`config.mk`:
```
export PLATFORM = sky130hd
export DESIGN_NAME = down_counter_timer_flat
export DESIGN_NICKNAME = d
export VERILOG_FILES = /design/src/rtl/down_counter_timer_if.sv /design/src/rtl/down_counter_timer.sv /design/src/flat_wrapper.sv
export SDC_FILE = /design/constraint.sdc
export NUM_CORES = 1
export LEC_CHECK = 0
export ABC_CLOCK_PERIOD_IN_PS = 2900
export CORE_MARGIN = 2
export CORE_UTILIZATION = 40
export CTS_CLUSTER_DIAMETER = 40
export CTS_CLUSTER_SIZE = 16
export DETAILED_ROUTE_END_ITERATION = 8
export HOLD_SLACK_MARGIN = 0.02
export PLACE_DENSITY = 0.65
export SETUP_SLACK_MARGIN = 0.5
export SLEW_MARGIN = 25
export SYNTH_ARGS = -nofsm -noshare
export SYNTH_HDL_FRONTEND = slang
export SYNTH_SLANG_ARGS = --single-unit
```
`constraint.sdc`:
```
create_clock -name clk -period 2.9 [get_ports clk]
set_input_delay 0.58 -clock clk [delete_from_list [all_inputs] [get_ports clk]]
set_output_delay 0.58 -clock clk [all_outputs]
set_load 0.05 [all_outputs]
```
`src/rtl/down_counter_timer_if.sv`:
```
// Load handshake and status bundle for down_counter_timer.
// The master side offers load values and enables; the slave side is the timer.
interface down_counter_timer_if #(
   parameter int WIDTH = 4
) ();
   logic             load_valid;
   logic [WIDTH-1:0] load_value;
   logic             load_ready;
   logic             count_enable;
   logic [WIDTH-1:0] count;
   logic             busy;
   logic             terminal;
   logic             done;

   modport master (
      output load_valid, load_value, count_enable,
      input  load_ready, count, busy, terminal, done
   );

   modport slave (
      input  load_valid, load_value, count_enable,
      output load_ready, count, busy, terminal, done
   );
endinterface

```
`src/rtl/down_counter_timer.sv`:
```
// Loadable down-counter timer: one-shot or periodic, with a one-cycle terminal
// pulse on expiry and a held done level once a one-shot run finishes.
module down_counter_timer #(
   parameter int WIDTH       = 4,
   parameter bit AUTO_RELOAD = 1'b0
) (
   input  logic                 clk,
   input  logic                 reset,
   down_counter_timer_if.slave  bus
);

   typedef enum logic [1:0] {
      IDLE  = 2'd0,
      COUNT = 2'd1,
      DONE  = 2'd2
   } state_e;

   state_e           state_q, state_d;
   logic [WIDTH-1:0] count_q, count_d;
   logic [WIDTH-1:0] reload_q, reload_d;
   logic             busy_q, busy_d;
   logic             terminal_q, terminal_d;
   logic             done_q, done_d;
   logic             load_fire;

   assign bus.load_ready = (state_q != COUNT);
   assign load_fire      = bus.load_valid && (state_q != COUNT);

   always_comb begin
      state_d    = state_q;
      count_d    = count_q;
      reload_d   = reload_q;
      terminal_d = 1'b0;
      unique case (state_q)
         IDLE, DONE: begin
            if (load_fire) begin
               count_d  = bus.load_value;
               reload_d = bus.load_value;
               // A zero load expires at once, in either mode, so it can never loop.
               if (bus.load_value != '0) begin
                  state_d = COUNT;
               end else begin
                  state_d    = DONE;
                  terminal_d = 1'b1;
               end
            end
         end
         COUNT: begin
            if (bus.count_enable) begin
               if (count_q > WIDTH'(1)) begin
                  count_d = count_q - WIDTH'(1);
               end else if (count_q == WIDTH'(1)) begin
                  count_d    = '0;
                  terminal_d = 1'b1;
                  if (!AUTO_RELOAD) state_d = DONE;
               end else begin
                  // Periodic mode spends one cycle at zero, then restarts the period.
                  count_d = reload_q;
               end
            end
         end
         default: state_d = IDLE;
      endcase
      busy_d = (state_d == COUNT);
      done_d = (state_d == DONE);
   end

   always_ff @(posedge clk) begin
      if (!reset) begin
         state_q    <= IDLE;
         count_q    <= '0;
         reload_q   <= '0;
         busy_q     <= 1'b0;
         terminal_q <= 1'b0;
         done_q     <= 1'b0;
      end else begin
         state_q    <= state_d;
         count_q    <= count_d;
         reload_q   <= reload_d;
         busy_q     <= busy_d;
         terminal_q <= terminal_d;
         done_q     <= done_d;
      end
   end

   assign bus.count    = count_q;
   assign bus.busy     = busy_q;
   assign bus.terminal = terminal_q;
   assign bus.done     = done_q;

endmodule

```
`src/flat_wrapper.sv`:
```
// flat-port wrapper written by rule: the top's interface ports become plain ports
module down_counter_timer_flat 
#(
   parameter int WIDTH       = 4,
   parameter bit AUTO_RELOAD = 1'b0
)
  (clk, reset, bus_load_valid, bus_load_value, bus_count_enable, bus_load_ready, bus_count, bus_busy, bus_terminal, bus_done);
  down_counter_timer_if #(.WIDTH(WIDTH)) bus_i ();
  input  logic clk;
  input  logic reset;
  input wire logic [$bits(bus_i.load_valid)-1:0] bus_load_valid;
  input wire logic [$bits(bus_i.load_value)-1:0] bus_load_value;
  input wire logic [$bits(bus_i.count_enable)-1:0] bus_count_enable;
  output wire logic [$bits(bus_i.load_ready)-1:0] bus_load_ready;
  output wire logic [$bits(bus_i.count)-1:0] bus_count;
  output wire logic [$bits(bus_i.busy)-1:0] bus_busy;
  output wire logic [$bits(bus_i.terminal)-1:0] bus_terminal;
  output wire logic [$bits(bus_i.done)-1:0] bus_done;
  assign bus_i.load_valid = bus_load_valid;
  assign bus_i.load_value = bus_load_value;
  assign bus_i.count_enable = bus_count_enable;
  assign bus_load_ready = bus_i.load_ready;
  assign bus_count = bus_i.count;
  assign bus_busy = bus_i.busy;
  assign bus_terminal = bus_i.terminal;
  assign bus_done = bus_i.done;
  down_counter_timer #(.WIDTH(WIDTH), .AUTO_RELOAD(AUTO_RELOAD)) u_core (.clk(clk), .reset(reset), .bus(bus_i));
endmodule
```
# Word-level counts from Yosys, hierarchy flattened
# Index checks and enable logic that the tools add are counted.
dict set report classes {
  addsub 1
  mul 0
  div 0
  magnitude_cmp 1
  eq_ne 8
  n_shift 0
  n_mux 17
  bitwise 0
  reduce_logical 7
}
# op count
set op_table {}
lappend op_table {{$mux 4} 4}
lappend op_table {{$mux 2} 5}
lappend op_table {{$pmux 4 s2} 1}
lappend op_table {{$mux 1} 5}
lappend op_table {{$eq 2x1->1 const B} 2}
lappend op_table {{$eq 2x2->1 const B} 2}
lappend op_table {{$eq 4x1->1 const B} 1}
lappend op_table {{$gt 4x1->1 const B} 1}
lappend op_table {{$ne 2x1->1 const B} 2}
lappend op_table {{$pmux 2 s2} 1}
lappend op_table {{$reduce_bool 4->1} 1}
lappend op_table {{$sub 4x1->4 const B} 1}
lappend op_table {{$reduce_and 3->1} 1}
lappend op_table {{$logic_not 2->1} 1}
lappend op_table {{$ne 2x2->1 const B} 1}
lappend op_table {{$pmux 1 s2} 1}
lappend op_table {{$reduce_and 2->1} 1}
lappend op_table {{$reduce_bool 2->1} 1}
lappend op_table {{$reduce_or 2->1} 1}
lappend op_table {{$logic_and 1x1->1} 1}
dict set report word_totals {
  ff_bits 13
  latch_bits 0
  ramBits 0
  romBits 0
  input_bits 8
  out_inout_bits 8
  word_cells 40
  memories 0
}

# Logic depth before layout (Yosys ltp)
# Gate-level depths: netlist of the first run.
dict set report logic_depth {
  word_depth 6
  mapped_depth 6
  ltp_nobuf 6
}

# Worst setup path after synthesis of the first run
# Ideal clock, no wire load.
dict set report synth_timing {
  kind {register to register}
  startpoint {register u_core.count_q[1] (netlist: u_core.bus.count[1])}
  endpoint {register u_core.count_q[3] (netlist: u_core.bus.count[3])}
  setup_ps 67
  arrival_ps 1929
  required_ps 2833
  setup_slack_ps 904
  stages_incl_launch_ff 7
  n_path_buf 0
  period_less_slack_ps 1996
  cell_sequence {dfxtp_1 -> inv_1 -> ha_1 -> or3b_4 -> or3b_1 -> a32o_2 -> a21oi_2}
}
dict set report synth_between {
  elab_chain_cells 5
  elab_cells_between_ends 7
  cone_classes {add/sub (1); order compare (1); eq/ne (1); mux (4)}
}
# item line
set synth_lines {}
lappend synth_lines {{start, declared} down_counter_timer.sv:19} ;# logic [WIDTH-1:0] count_q, count_d;
lappend synth_lines {{start signal, assigned} down_counter_timer.sv:78} ;# count_q <= count_d;
lappend synth_lines {{parallel branches: the longest is 2 deep, another holds $sub 4x1->4} -}
lappend synth_lines {{$mux 4 (*)} down_counter_timer.sv:50} ;# if (count_q > WIDTH'(1)) begin
lappend synth_lines {{$mux 4 (*)} down_counter_timer.sv:49} ;# if (bus.count_enable) begin
lappend synth_lines {{$pmux 4 s2 (*)} down_counter_timer.sv:34} ;# unique case (state_q)
# Every way passes the cells marked *. The select of a mux whose other input is x is not followed.
# A chain may end at the register's enable or synchronous reset.

# Worst setup path in the final report of the first run
dict set report layout_timing {
  startpoint {register u_core.count_q[2] (netlist: u_core.bus.count[2])}
  endpoint {output bus_count[2]}
}
# item line
set layout_rtl {}
lappend layout_rtl {{end, declared} flat_wrapper.sv:15} ;# output wire logic [$bits(bus_i.count)-1:0] bus_count;
# No word-level cell between the ends.

==> results of run 1 <==
## power groups by stage
stage | clock, mW | sequential, mW | combinational [mW]
finish | 0.112 | 0.206 | 0.146
CTS | 0.121 | 0.207 | 0.148
floorplan | 0 | 0.237 | 0.0738
global route | 0.127 | 0.209 | 0.158
global placement | 0 | 0.210 | 0.145
detailed placement | 0 | 0.211 | 0.148
## routing by layer
layer	routed length (um)	vias to the layer above	track usage, %
li1	-	307	-
met3	52	2	3.750
met4	19	0	10.91
met1	701	270	21.54
met2	684	10	26.76
met5	0	-	0
## worst paths after layout
check | start | endpoint | slack (ns)
hold reg to reg | u_core.reload_q[3] | u_core.reload_q[3] | 0.46
setup reg to reg | u_core.bus.count[0] | u_core.bus.count[3] | 1.01
setup / recovery | u_core.bus.count[2] | bus_count[2] | 0.75
hold / removal | u_core.reload_q[3] | u_core.reload_q[3] | 0.46
## area by class of cell
cell class	instances	share of cell area (%)
multi-input cells	58	42.77
well taps	16	2.435
clock buffers	4	3.196
inverters	4	1.826
repair buffers	15	18.11
flip-flops and latches	13	31.66
## sequential cells by signal (all words and copies together), names as in the netlist
register             flops
u_core.bus.busy          1
u_core.bus.count         4
u_core.bus.done          1
u_core.bus.terminal      1
u_core.reload_q          4
u_core.state_q           2
## per-stage QoR
step | worst slack (ns) | power (mW) | std cells | util (%) | hold WS (ns)
6_report | 0.7472 | 0.4647 | 110 | 55.21 | 0.4589
5_1_grt | 0.6569 | 0.4947 | 110 | 55.21 | 0.5013
4_1_cts | 0.7196 | 0.4750 | 110 | 55.21 | 0.4603
3_5_place_dp | 0.8055 | 0.3590 | 106 | 53.53 | 0.4485
3_3_place_gp | 0.8498 | 0.3554 | 106 | 53.53 | 0.4445
2_1_floorplan | 0.9040 | 0.3111 | 77 | - | 0.4310
## layout by cell type (no fill, tap or decap), drive strengths merged
cell / n
dfxtp: 13
mux2i: 2
nor2: 8
nand3: 1
a31o: 1
or3b: 2
inv: 4
nand4: 1
a211oi: 3
a32o: 1
clkdlybuf4s50: 14
dlygate4sd2: 1
nor3: 2
o21ai: 2
a2111oi: 1
ha: 2
nand2b: 2
nand3b: 1
nor4: 1
o21a: 3
a21o: 1
a21oi: 7
nor2b: 2
a31oi: 1
nand2: 12
clkbuf: 4
o211ai: 2
## kinds of logic (layout without fill, tap and decap cells)
family | Yosys count | in the layout | share of synthesized area, %
muxes | 2 | 2 | 3.156
buffers and inverters | 6 | 23 | 3.550
AOI/OAI and AO/OA | 22 | 22 | 23.87
DFF | 13 | 13 | 41.03
and+or+nand+nor | 32 | 32 | 24.46
adders and majority gates | 2 | 2 | 3.944
## Yosys cell counts
master                      count  share of area, %
sky130_fd_sc_hd__a2111oi_0      1               1.4
sky130_fd_sc_hd__a211oi_1       3               3.6
sky130_fd_sc_hd__a21o_1         1               1.2
sky130_fd_sc_hd__a21oi_1        6               4.7
sky130_fd_sc_hd__a21oi_2        1               1.4
sky130_fd_sc_hd__a31o_1         1               1.4
sky130_fd_sc_hd__a31oi_1        1              0.99
sky130_fd_sc_hd__a32o_2         1               1.8
sky130_fd_sc_hd__clkbuf_1       2               1.2
sky130_fd_sc_hd__dfxtp_1       13                41
sky130_fd_sc_hd__ha_1           2               3.9
sky130_fd_sc_hd__inv_1          4               2.4
sky130_fd_sc_hd__mux2i_1        2               3.2
sky130_fd_sc_hd__nand2_1       12               7.1
sky130_fd_sc_hd__nand2b_1       2               2.0
sky130_fd_sc_hd__nand3_1        1              0.79
sky130_fd_sc_hd__nand3b_1       1               1.2
sky130_fd_sc_hd__nand4_1        1              0.99
sky130_fd_sc_hd__nor2_1         8               4.7
sky130_fd_sc_hd__nor2b_1        2               2.0
sky130_fd_sc_hd__nor3_1         2               1.6
sky130_fd_sc_hd__nor4_1         1              0.99
sky130_fd_sc_hd__o211ai_1       2               2.4
sky130_fd_sc_hd__o21a_1         3               3.6
sky130_fd_sc_hd__o21ai_0        2               1.6
sky130_fd_sc_hd__or3b_1         1               1.4
sky130_fd_sc_hd__or3b_4         1               1.8
==> flow_results.org, run 1 <==
** Outcome
- The run finished with clean final reports.

** Setup path
- Arr. time, crit path :: ~1.6 ns
- The setup path with the least slack is of type flip-flop to primary output.
- On the critical path the largest part of the delay comes from buffers and inverters.
- Slowest stage delay, CP :: ~0.85 ns
- FF-to-FF path depth :: 6
- Worst setup SP type :: flip-flop
- The worst setup path is captured at a primary output.
- In this run the worst path has a maximum fanout of 8.
- Together, buffers and inverters on the worst path number 1.
- For the worst setup path, the data required time is 2.32 ns.
- Cell-by-cell listing of the critical path :: clkdlybuf4s50_1
- Critical Path Stages :: 1
- Worst path slowest cell :: sky130_fd_sc_hd__clkdlybuf4s50_1

** Timing
- Time the final worst path needs with I/O delays and setup :: between 2 and 2.5 ns
- Count of final setup violators :: 0
- In this run the tightest slew margin relative to its limit is between 60% and 70%.
- At the pin with the least slew margin, the transition time is 0.4955 ns.
- Setup repair after global routing left no endpoint under its margin.
- Clock skew on the completed layout was measured at ~0.0023 ns.
- Highest Clock Rate :: roughly 460 MHz
- Final worst path period share :: approximately three quarters
- For the final routed database, the setup TNS stands at 0 ns.
- The max-slew violation total from the final report was 0.
- Number of hold violations in the final report :: 0

** Global routing
- Via count of the first global-routing pass :: approximately 530
- Largest net degree at the start of global routing :: 12
- The initial antenna violation count is 0.
- First-pass GRT wire length :: approximately 2.4 mm
- Total global-route track usage :: 17.26%
- Total global routing overflow :: 0

** Placed design
- Global placement routability congestion :: slightly above 0.8
- Input and output buffers added on the ports amount to 15.
- After detailed placement, the total cell area comes to roughly 800 um2.
- Final HPWL from detailed placement :: 1.120 mm

** Die
- The initial utilization of the core area, before any placement, comes to a little over two fifths.
- The die covers just under 2000 um2.
- The floorplan step set the die width to about 44 um.
- The total area inside the core boundary comes to 1489 um2.
- Number of cell rows :: 14
- Number of top-level pins :: 16
- From bottom edge to top edge, the die measures between 40 and 50 um.

** Drt
- Using the TritonRoute via totals, the vias-per-cell ratio works out to 5.355.
- Once detail routing completed, the nets flagged for antenna violations numbered 0.
- For this block, the via count after detailed routing is 589.
- In the routed design, unresolved DRC markers number 0.
- After the first detailed-routing iteration, the DRC count stood at 2.
- For this block, the routed nets add up to approximately 1.5 mm of wire.
- Dividing the detail-routed wire length by the instance count gives ~13 um.
- First-pass iteration count of the detailed router :: 4

** Clocking
- For the worst-skew pair, the clock arrives at the later sink with an insertion delay of between 0.2 and 0.3 ns.
- CTS built an H-tree with a depth of 1.
- CTS Hold Buffers Added :: 0
- For this design, the sink count on the clock tree is 13.
- Buffers inserted during clock tree synthesis total 3.
- Largest buffer count on any clock path :: 2
- Clock-pin slew was measured on the worst setup and hold paths at roughly 0.08 ns.
- Cell chosen for the clock root :: sky130_fd_sc_hd__clkbuf_4
- Clock tree from TritonCTS :: done
- Post-cts gate resize count :: 1
- Post-CTS setup buffers :: 0

** Power
- Across the VDD grid, the largest voltage drop is 0.3077 mV.
- Portion of total power attributed to sequential cells :: roughly 44%
- Power per cell area :: roughly 570 nW/um2
- In this run, the clock network consumes between 20 and 25% of the power.
- In this run the static leakage power is 0.3137 nW.
- Combinational cell fraction of total power :: a little under a third
- Switching power summed over all nets :: between 0.15 and 0.2 mW
- Int Power :: slightly above 0.3 mW
- Net switching fraction of the power :: 34.49%

** Yosys
- Portion of the post-synthesis area used by sequential elements :: roughly two fifths
- Synthesis produced a netlist whose cell count is 77.
- During synthesis, Yosys emitted a total of 0 warnings.
- Distinct cell type count of the synthesized netlist :: 27
- The synthesized design contains 13 register bits.
- Each instance of the synthesized netlist takes up on average about 8 um2.
- Synthesis produced a netlist with a net count of a little under 90.
- In this run the cell area of the synthesized design comes to ~630 um2.

** Min path
- The worst hold path was traced through 2 stages.
- The tightest min-delay check is of the flip-flop to flip-flop type.

** Cells and area
- The sequential cells in the finished layout cover a total of ~260 um2.
- Once layout is done, the placed cells without fillers occupy about 820 um2.
- After filler insertion, the fill cell instance count of the layout stands at approximately 150.
- The multi-input combinational cells in the finished layout cover a total of 351.6 um2.
- Antenna cells :: 0
- For this run, the post-layout net count is ~110.
- Relative to the synthesized area, the layout overhead comes to 29.59%.
- Layout cells sized above 1 :: under 10%

** Flow run
- The tool flagged a number of max-cap violations equal to 0.
Note: power is estimated with default switching activity, not from simulation.
==> inputs of run 2 (changes only) <==
Settings changed: ABC_CLOCK_PERIOD_IN_PS 2900 to 2100.
Clock period 2.9 ns to 2.1 ns, I/O delays scaled along.
==> flow_results.org, run 2 (synthesis gave the netlist of run 1 again) <==
** Setup path
- Reg2reg start :: u_core.bus.count[0] (unchanged)
- The terminus of the critical flop-to-flop path is u_core.bus.count[3] (unchanged).
- FF-to-FF path depth :: 6 (unchanged)
- Worst setup SP type :: flip-flop (unchanged)
- The arrival time at the worst endpoint is 1.89 ns (was 1.57 ns).
- The register-to-register path setup slack was 0.42 ns (was 1.01 ns).
- Maximum fanout encountered on the critical timing path :: 2 (was 8)
- Required time at the endpoint of the critical path :: 2.31 ns (was 2.32 ns)
- Capturing element type of the critical path :: flip-flop (was primary output)
- Start-to-end type of the worst setup path :: flip-flop to flip-flop (was flip-flop to primary output)

** Power
- The power density relative to cell area was 743.2 nW/um2 (was 565.3 nW/um2).
- Static power due to leakage :: 0.3761 nW (was 0.3137 nW)
- The largest vdd supply drop was 0.3269 mV (was 0.3077 mV).

** Clocking
- The number of buffers between clock root and the deepest sink is 2 (unchanged).
- Clock tree from TritonCTS :: done (unchanged)
- Number of buffers inserted during clock tree synthesis :: 3 (unchanged)
- Cell chosen for the clock root :: sky130_fd_sc_hd__clkbuf_4 (unchanged)
- CTS Hold Buffers Added :: 0 (unchanged)
- The later-pin clock latency in the skew report is 0.27 ns (about the same).
- The total clock sinks is 13 (unchanged).
- The clock edge transition at the registers on the reported setup and hold paths was 0.08 ns (about the same).
- Deepest level of the CTS H-tree :: 1 (unchanged)

** Min path
- The type of the most critical hold path is flip-flop to flip-flop (unchanged).
- The launch instance of the worst min-delay path is u_core.reload_q[3] (unchanged).
- The hold path endpoint is u_core.reload_q[3] (unchanged).
- Number of stages on the worst hold path :: 2 (unchanged)

** Outcome
- Outcome :: completed (unchanged)

** Global routing
- Total global routing overflow :: 0 (unchanged)
- The overall routing resource usage was 17.26% (unchanged).
- The global-route wire length before repair is 2.408 mm (was 2.366 mm).
- The initial antenna violation count was 0 (unchanged).
- Largest net degree at the start of global routing :: 12 (unchanged)
- Via count of the first global-routing pass :: 567 (was 534)

** Placed design
- Final HPWL from detailed placement :: 1.074 mm (was 1.120 mm)
- The last weighted congestion value of the routability-driven placer is 0.7288 (was 0.8195).
- The number of port buffers was 15 (unchanged).
- Worst-case setup slack after placement :: 0.2561 ns (was 0.8055 ns)
- Placed Instance Area :: 833.3 um2 (was 797.0 um2)
- Placed Cells incl. Taps :: 108 (was 106)

** Timing
- Count of final setup violators :: 0 (unchanged)
- Final worst path period share :: about four fifths
- Counting I/O delays and the setup requirement, the final critical path takes around 1.7 ns.
- The remaining max-slew budget at the tightest pin was 67.77% (was 66.86%).
- The final setup slack of the worst path came to 0.4244 ns (was 0.7472 ns).
- The final hold slack came to 0.4503 ns (was 0.4589 ns).
- The final hold violation count was 0 (unchanged).
- Final count of pins violating max slew :: 0 (unchanged)
- RSZ-0062 raised after global routing: yes (was no).
- The worst-margin pin slew was 0.4854 ns (was 0.4955 ns).
- Highest Clock Rate :: 596.8 MHz
- The setup TNS after final layout is 0 ns (unchanged).
- The worst clock skew on the final layout was 0.001014 ns (was 0.002348 ns).

** Die
- Core Area :: 1489 um2 (unchanged)
- Die outline height :: 43.83 um (unchanged)
- Width of the chip :: 43.83 um (unchanged)
- The number of core rows was 14 (unchanged).
- The effective utilization at floorplan came to 42.61% (unchanged).
- The I/O pin count came to 16 (unchanged).
- The area of the die was 1921 um2 (unchanged).

** Drt
- The DRC marker count from the first detailed-route iteration is 9 (was 2).
- Via/cell ratio :: 5.356 (was 5.355)
- The final antenna-violating net count was 0 (unchanged).
- Final Routed Wirelength :: 1.437 mm (was 1.458 mm)
- The number of vias after detailed routing was 632 (was 589).
- The number of optimization iterations in the first detailed-route pass was 4 (unchanged).
- The remaining design rule violation count is 0 (unchanged).
- The detailed-route wire length per cell was 12.18 um (was 13.25 um).

** Cells and area
- The number of cells in the finished layout apart from fillers is 118 (was 110).
- The final net count was 113 (was 105).
- Cell area after layout :: 902.1 um2 (was 822.0 um2)
- Most common cell after layout, fill and taps aside :: sky130_fd_sc_hd__nand2_1 (was sky130_fd_sc_hd__clkdlybuf4s50_1)
- The antenna diode count is 0 (unchanged).
- The number of fillers in the final layout was 140 (was 152).
- Area added between synthesis and finish :: 42.21% (was 29.59%)
- Most frequent cells in the layout: sky130_fd_sc_hd__nand2_1 (12), sky130_fd_sc_hd__buf_4 (9), sky130_fd_sc_hd__dfxtp_1 (9) (was sky130_fd_sc_hd__clkdlybuf4s50_1 (14), sky130_fd_sc_hd__dfxtp_1 (13), sky130_fd_sc_hd__nand2_1 (12)).
- The ratio of cells with drive above 1 in the final layout came to 27.45% (was 6.383%).

** Flow run
- The total of max-cap violations came to 0 (unchanged).
## run 2: changes by cell type in the layout (fill, tap and decap cells not counted), moves of 2 or more
cell | before | now
sky130_fd_sc_hd__buf_4 | 0 | 9
sky130_fd_sc_hd__clkdlybuf4s50_1 | 14 | 7
sky130_fd_sc_hd__dfxtp_1 | 13 | 9
sky130_fd_sc_hd__clkbuf_2 | 0 | 3
sky130_fd_sc_hd__dfxtp_2 | 0 | 2
sky130_fd_sc_hd__dfxtp_4 | 0 | 2
sky130_fd_sc_hd__dlygate4sd2_1 | 1 | 3
sky130_fd_sc_hd__inv_1 | 4 | 2
## run 2: metrics by stage
stage	power, mW	utilization [%]
2_1_floorplan	0.4386	-
3_3_place_gp	0.5067	55.97
3_5_place_dp	0.5084	55.97
4_1_cts	0.6710	60.00
5_1_grt	0.7125	60.59
6_report	0.6705	60.59
## run 2: layer usage
metal | part of all wire [%] | wire, um | up-vias | global-route usage (%)
li1 | - | - | 323 | -
met1 | 46 | 660 | 291 | 21.79
met2 | 47 | 681 | 13 | 27.35
met3 | 4.3 | 62 | 5 | 2.500
met4 | 2.4 | 34 | 0 | 10.91
met5 | 0 | 0 | - | 0
## run 2: report_power, final
| part | internal [mW] | switching [mW] |
|---|---|---|
| Sequential | 0.267 | 0.0173 |
| Clock | 0.0736 | 0.0799 |
| Combinational | 0.102 | 0.131 |
## run 2: critical path, cell delays in order (launching register included)
cell and delay [ns]:
sky130_fd_sc_hd__dfxtp_4 0.35, sky130_fd_sc_hd__inv_2 0.06, sky130_fd_sc_hd__ha_4 0.13, sky130_fd_sc_hd__or3b_4 0.37, sky130_fd_sc_hd__or3b_1 0.35, sky130_fd_sc_hd__a32o_2 0.25
sky130_fd_sc_hd__a21oi_2 0.11
## run 2: worst max path at each step
stage / from / to / slack (ns) / depth (start not counted)
6_report: u_core.bus.count[0] / u_core.bus.count[3] / 0.42 / 6
5_1_grt: u_core.bus.count[0] / u_core.bus.count[3] / 0.38 / 6
4_1_cts: u_core.bus.count[1] / u_core.bus.count[3] / 0.41 / 6
3_5_place_dp: bus_count_enable / u_core.bus.count[2] / 0.26 / 5
3_3_place_gp: bus_count_enable / u_core.bus.count[2] / 0.24 / 5
2_1_floorplan: u_core.bus.count[1] / u_core.bus.count[3] / 0.32 / 6
## run 2: area by class of cell
| class | instances | area (um2) | area share, % |
|---|---|---|---|
| multi-input combinational | 58 | 377.9 | 41.89 |
| clock buffer | 4 | 26.28 | 2.913 |
| inverter | 4 | 17.52 | 1.942 |
| tap | 16 | 20.02 | 2.219 |
| sequential | 13 | 270.3 | 29.96 |
| timing repair buffer | 23 | 190.2 | 21.08 |
## run 2: repair_timing
action	in CTS	in global routing
resized for setup	13	6
buffers inserted	4	2
hold endpoints to repair	0	0
pin swaps	2	1
setup endpoints to repair	9	9
==> inputs of run 3 (changes only) <==
Settings changed: ABC_CLOCK_PERIOD_IN_PS 2100 to 1700.
Clock period 2.1 ns to 1.7 ns, I/O delays scaled along.
==> flow_results.org, run 3 (synthesis gave the netlist of run 1 again) <==
** Cells and area
- The ratio of cells with drive above 1 in the final layout is 45.61% (was 27.45%).
- The area used by sequential logic in the layout was 274.0 um2 (was 270.3 um2).
- Antenna cells :: 0 (unchanged)
- The number of cells in the finished layout apart from fillers is 130 (was 118).
- Most common cell after layout, fill and taps aside :: sky130_fd_sc_hd__buf_4 (was sky130_fd_sc_hd__nand2_1)
- Fill cell total of the finished layout :: 107 (was 140)
- Most frequent cells in the layout: sky130_fd_sc_hd__buf_4 (17), sky130_fd_sc_hd__nand2_1 (11), sky130_fd_sc_hd__nor2_1 (8), sky130_fd_sc_hd__dfxtp_1 (8) (was sky130_fd_sc_hd__nand2_1 (12), sky130_fd_sc_hd__buf_4 (9), sky130_fd_sc_hd__dfxtp_1 (9)).
- Area of the multi-input gates :: 425.4 um2 (was 377.9 um2)
- The final net count was 125 (was 113).
- Area added between synthesis and finish :: 73.96% (was 42.21%)
- Cell area after layout :: 1104 um2 (was 902.1 um2)

** Drt
- Number of vias after detailed routing :: 721 (was 632)
- Final Routed Wirelength :: 1.926 mm (was 1.437 mm)
- The detailed-route wire length per cell was 14.82 um (was 12.18 um).
- The number of optimization iterations in the first detailed-route pass is 4 (unchanged).
- Final ANT Viol Nets :: 0 (unchanged)
- The DRC marker count from the first detailed-route iteration was 14 (was 9).
- Via/cell ratio :: 5.546 (was 5.356)
- The remaining design rule violation count was 0 (unchanged).

** Die
- Width of the chip :: 43.83 um (unchanged)
- The area inside the core boundary came to 1489 um2 (unchanged).
- The vertical die dimension was 43.83 um (unchanged).
- Die area :: 1921 um2 (unchanged)
- Number of top-level pins :: 16 (unchanged)
- Number of cell rows :: 14 (unchanged)
- Initial core utilization :: 42.61% (unchanged)

** Setup path
- Arr. time, crit path :: 1.96 ns (was 1.89 ns)
- The type of the worst setup path is flip-flop to flip-flop (unchanged).
- Maximum fanout encountered on the critical timing path :: 2 (unchanged)
- Worst setup SP type :: flip-flop (unchanged)
- Required time at the endpoint of the critical path :: 1.91 ns (was 2.31 ns)
- Capturing element type of the critical path :: flip-flop (unchanged)

** Placed design
- The last weighted congestion value of the routability-driven placer is 0.7113 (was 0.7288).
- The worst setup slack before clock tree synthesis came to -0.008134 ns (was 0.2561 ns).
- Placed Cells incl. Taps :: 116 (was 108)
- The detailed placer's ending HPWL came to 1.255 mm (was 1.074 mm).
- Number of I/O port buffers :: 15 (unchanged)
- The cell area reported after detailed placement is 875.8 um2 (was 833.3 um2).

** Timing
- The final setup slack of the worst path was -0.05083 ns (was 0.4244 ns).
- Final hold slack :: 0.4696 ns (was 0.4503 ns)
- Number of hold violations in the final report :: 0 (unchanged)
- The worst clock skew on the final layout was 0.0004132 ns (was 0.001014 ns).
- RSZ-0062 raised after global routing: yes (unchanged).
- Time the final worst path needs with I/O delays and setup :: 1.751 ns (was 1.676 ns)
- Final count of pins violating max slew :: 0 (unchanged)
- The final setup violation count came to 1 (was 0).
- The remaining max-slew budget at the tightest pin was 79.56% (was 67.77%).
- The worst-margin pin slew was 0.3055 ns (was 0.4854 ns).
- Highest Clock Rate :: 571.2 MHz (was 596.8 MHz)
- Final worst path period share :: 103.0% (was 79.79%)

** Global routing
- Total global routing overflow :: 0 (unchanged)
- First-pass GRT wire length :: 2.960 mm (was 2.408 mm)
- Largest net degree at the start of global routing :: 11 (was 12)
- Via count of the first global-routing pass :: 696 (was 567)
- The overall routing resource usage was 21.25% (was 17.26%).
- The initial antenna violation count came to 0 (unchanged).

** Outcome
- Outcome: complete, but fails checks (was completed).
- The final reports fail on setup timing.

** Clocking
- Clock Sink Count :: 13 (unchanged)
- Deepest level of the CTS H-tree :: 1 (unchanged)
- Clk pin slew, worst setup/hold paths :: 0.08 ns (about the same)
- The number of buffers between clock root and the deepest sink came to 2 (unchanged).
- The later-pin clock latency in the skew report is 0.27 ns (about the same).
- The number of clock buffers inserted by TritonCTS is 3 (unchanged).
- Cell chosen for the clock root :: sky130_fd_sc_hd__clkbuf_4 (unchanged)
- The clock tree from TritonCTS was done (unchanged).

** Power
- Static power due to leakage :: 0.4620 nW (was 0.3761 nW)
- Total power of the final layout :: 0.9618 mW (was 0.6705 mW)
- The power density relative to cell area came to 871.5 nW/um2 (was 743.2 nW/um2).
- The largest vdd supply drop came to 0.5972 mV (was 0.3269 mV).

** Flow run
- The total of max-cap violations was 0 (unchanged).

** Min path
- Class of the most critical hold timing path :: flip-flop to flip-flop (unchanged)
## run 3: cell types whose count changed in the layout (fill, tap and decap cells not counted), moves of 2 or more
cell                              delta
sky130_fd_sc_hd__buf_4               +8
sky130_fd_sc_hd__buf_6               +6
sky130_fd_sc_hd__buf_8               +5
sky130_fd_sc_hd__clkdlybuf4s50_1     -4
sky130_fd_sc_hd__a211oi_1            -3
sky130_fd_sc_hd__a211oi_2            +3
sky130_fd_sc_hd__clkbuf_2            -3
sky130_fd_sc_hd__inv_4               +2
## run 3: area by class of cell
cell class / instances / area share, %
timing repair buffer: 35 / 30.39
tap: 16 / 1.814
multi-input combinational: 58 / 38.55
inverter: 4 / 2.041
sequential: 13 / 24.83
clock buffer: 4 / 2.381
## run 3: critical path: stages, from the launching register on
cell and delay (ns):
sky130_fd_sc_hd__dfxtp_4 0.36, sky130_fd_sc_hd__inv_4 0.06, sky130_fd_sc_hd__ha_4 0.12, sky130_fd_sc_hd__or3b_4 0.37, sky130_fd_sc_hd__or3b_1 0.36, sky130_fd_sc_hd__a32o_2 0.28
sky130_fd_sc_hd__a21oi_2 0.14
## run 3: what timing repair did
| item | 4_1_cts | 5_1_grt |
|---|---|---|
| resized for setup | 27 | 11 |
| setup endpoints to repair | 15 | 13 |
| hold buffers | 0 | 0 |
| pin swaps | 10 | 9 |
| buffers inserted | 5 | 5 |
## run 3: stage by stage
stage | setup TNS, ns | util, %
6_report | -0.05083 | 74.12
5_1_grt | -0.1063 | 74.12
4_1_cts | -0.02292 | 68.49
3_5_place_dp | -0.008134 | 58.82
3_3_place_gp | 0 | 58.82
2_1_floorplan | -0.08078 | -
## run 3: path summary, 6_finish.rpt
| kind | from | slack [ns] | to | cells after the start |
|---|---|---|---|---|
| worst min register to register | u_core.reload_q[3] | 0.47 | u_core.reload_q[3] | 2 |
| worst max-delay path | u_core.bus.count[1] | -0.05 | u_core.bus.count[3] | 6 |
| worst max register to register | u_core.bus.count[1] | -0.05 | u_core.bus.count[3] | 6 |
| worst min-delay path | u_core.reload_q[3] | 0.47 | u_core.reload_q[3] | 2 |
## run 3: routing by layer
| metal | share of wire (%) | routed length (um) | track usage (%) | up-vias |
|---|---|---|---|---|
| li1 | - | - | - | 354 |
| met1 | 43 | 820 | 24.81 | 334 |
| met2 | 51 | 988 | 36.47 | 29 |
| met3 | 4.9 | 95 | 2.917 | 4 |
| met4 | 1.1 | 22 | 12.73 | 0 |
| met5 | 0 | 0 | 0 | - |
## run 3: report_power, final
group          internal (mW)  leakage (nW)  total (mW)  switching [mW]
sequential             0.330         0.110       0.352          0.0216
combinational          0.206         0.337       0.419           0.213
clock                 0.0909        0.0150       0.191           0.100
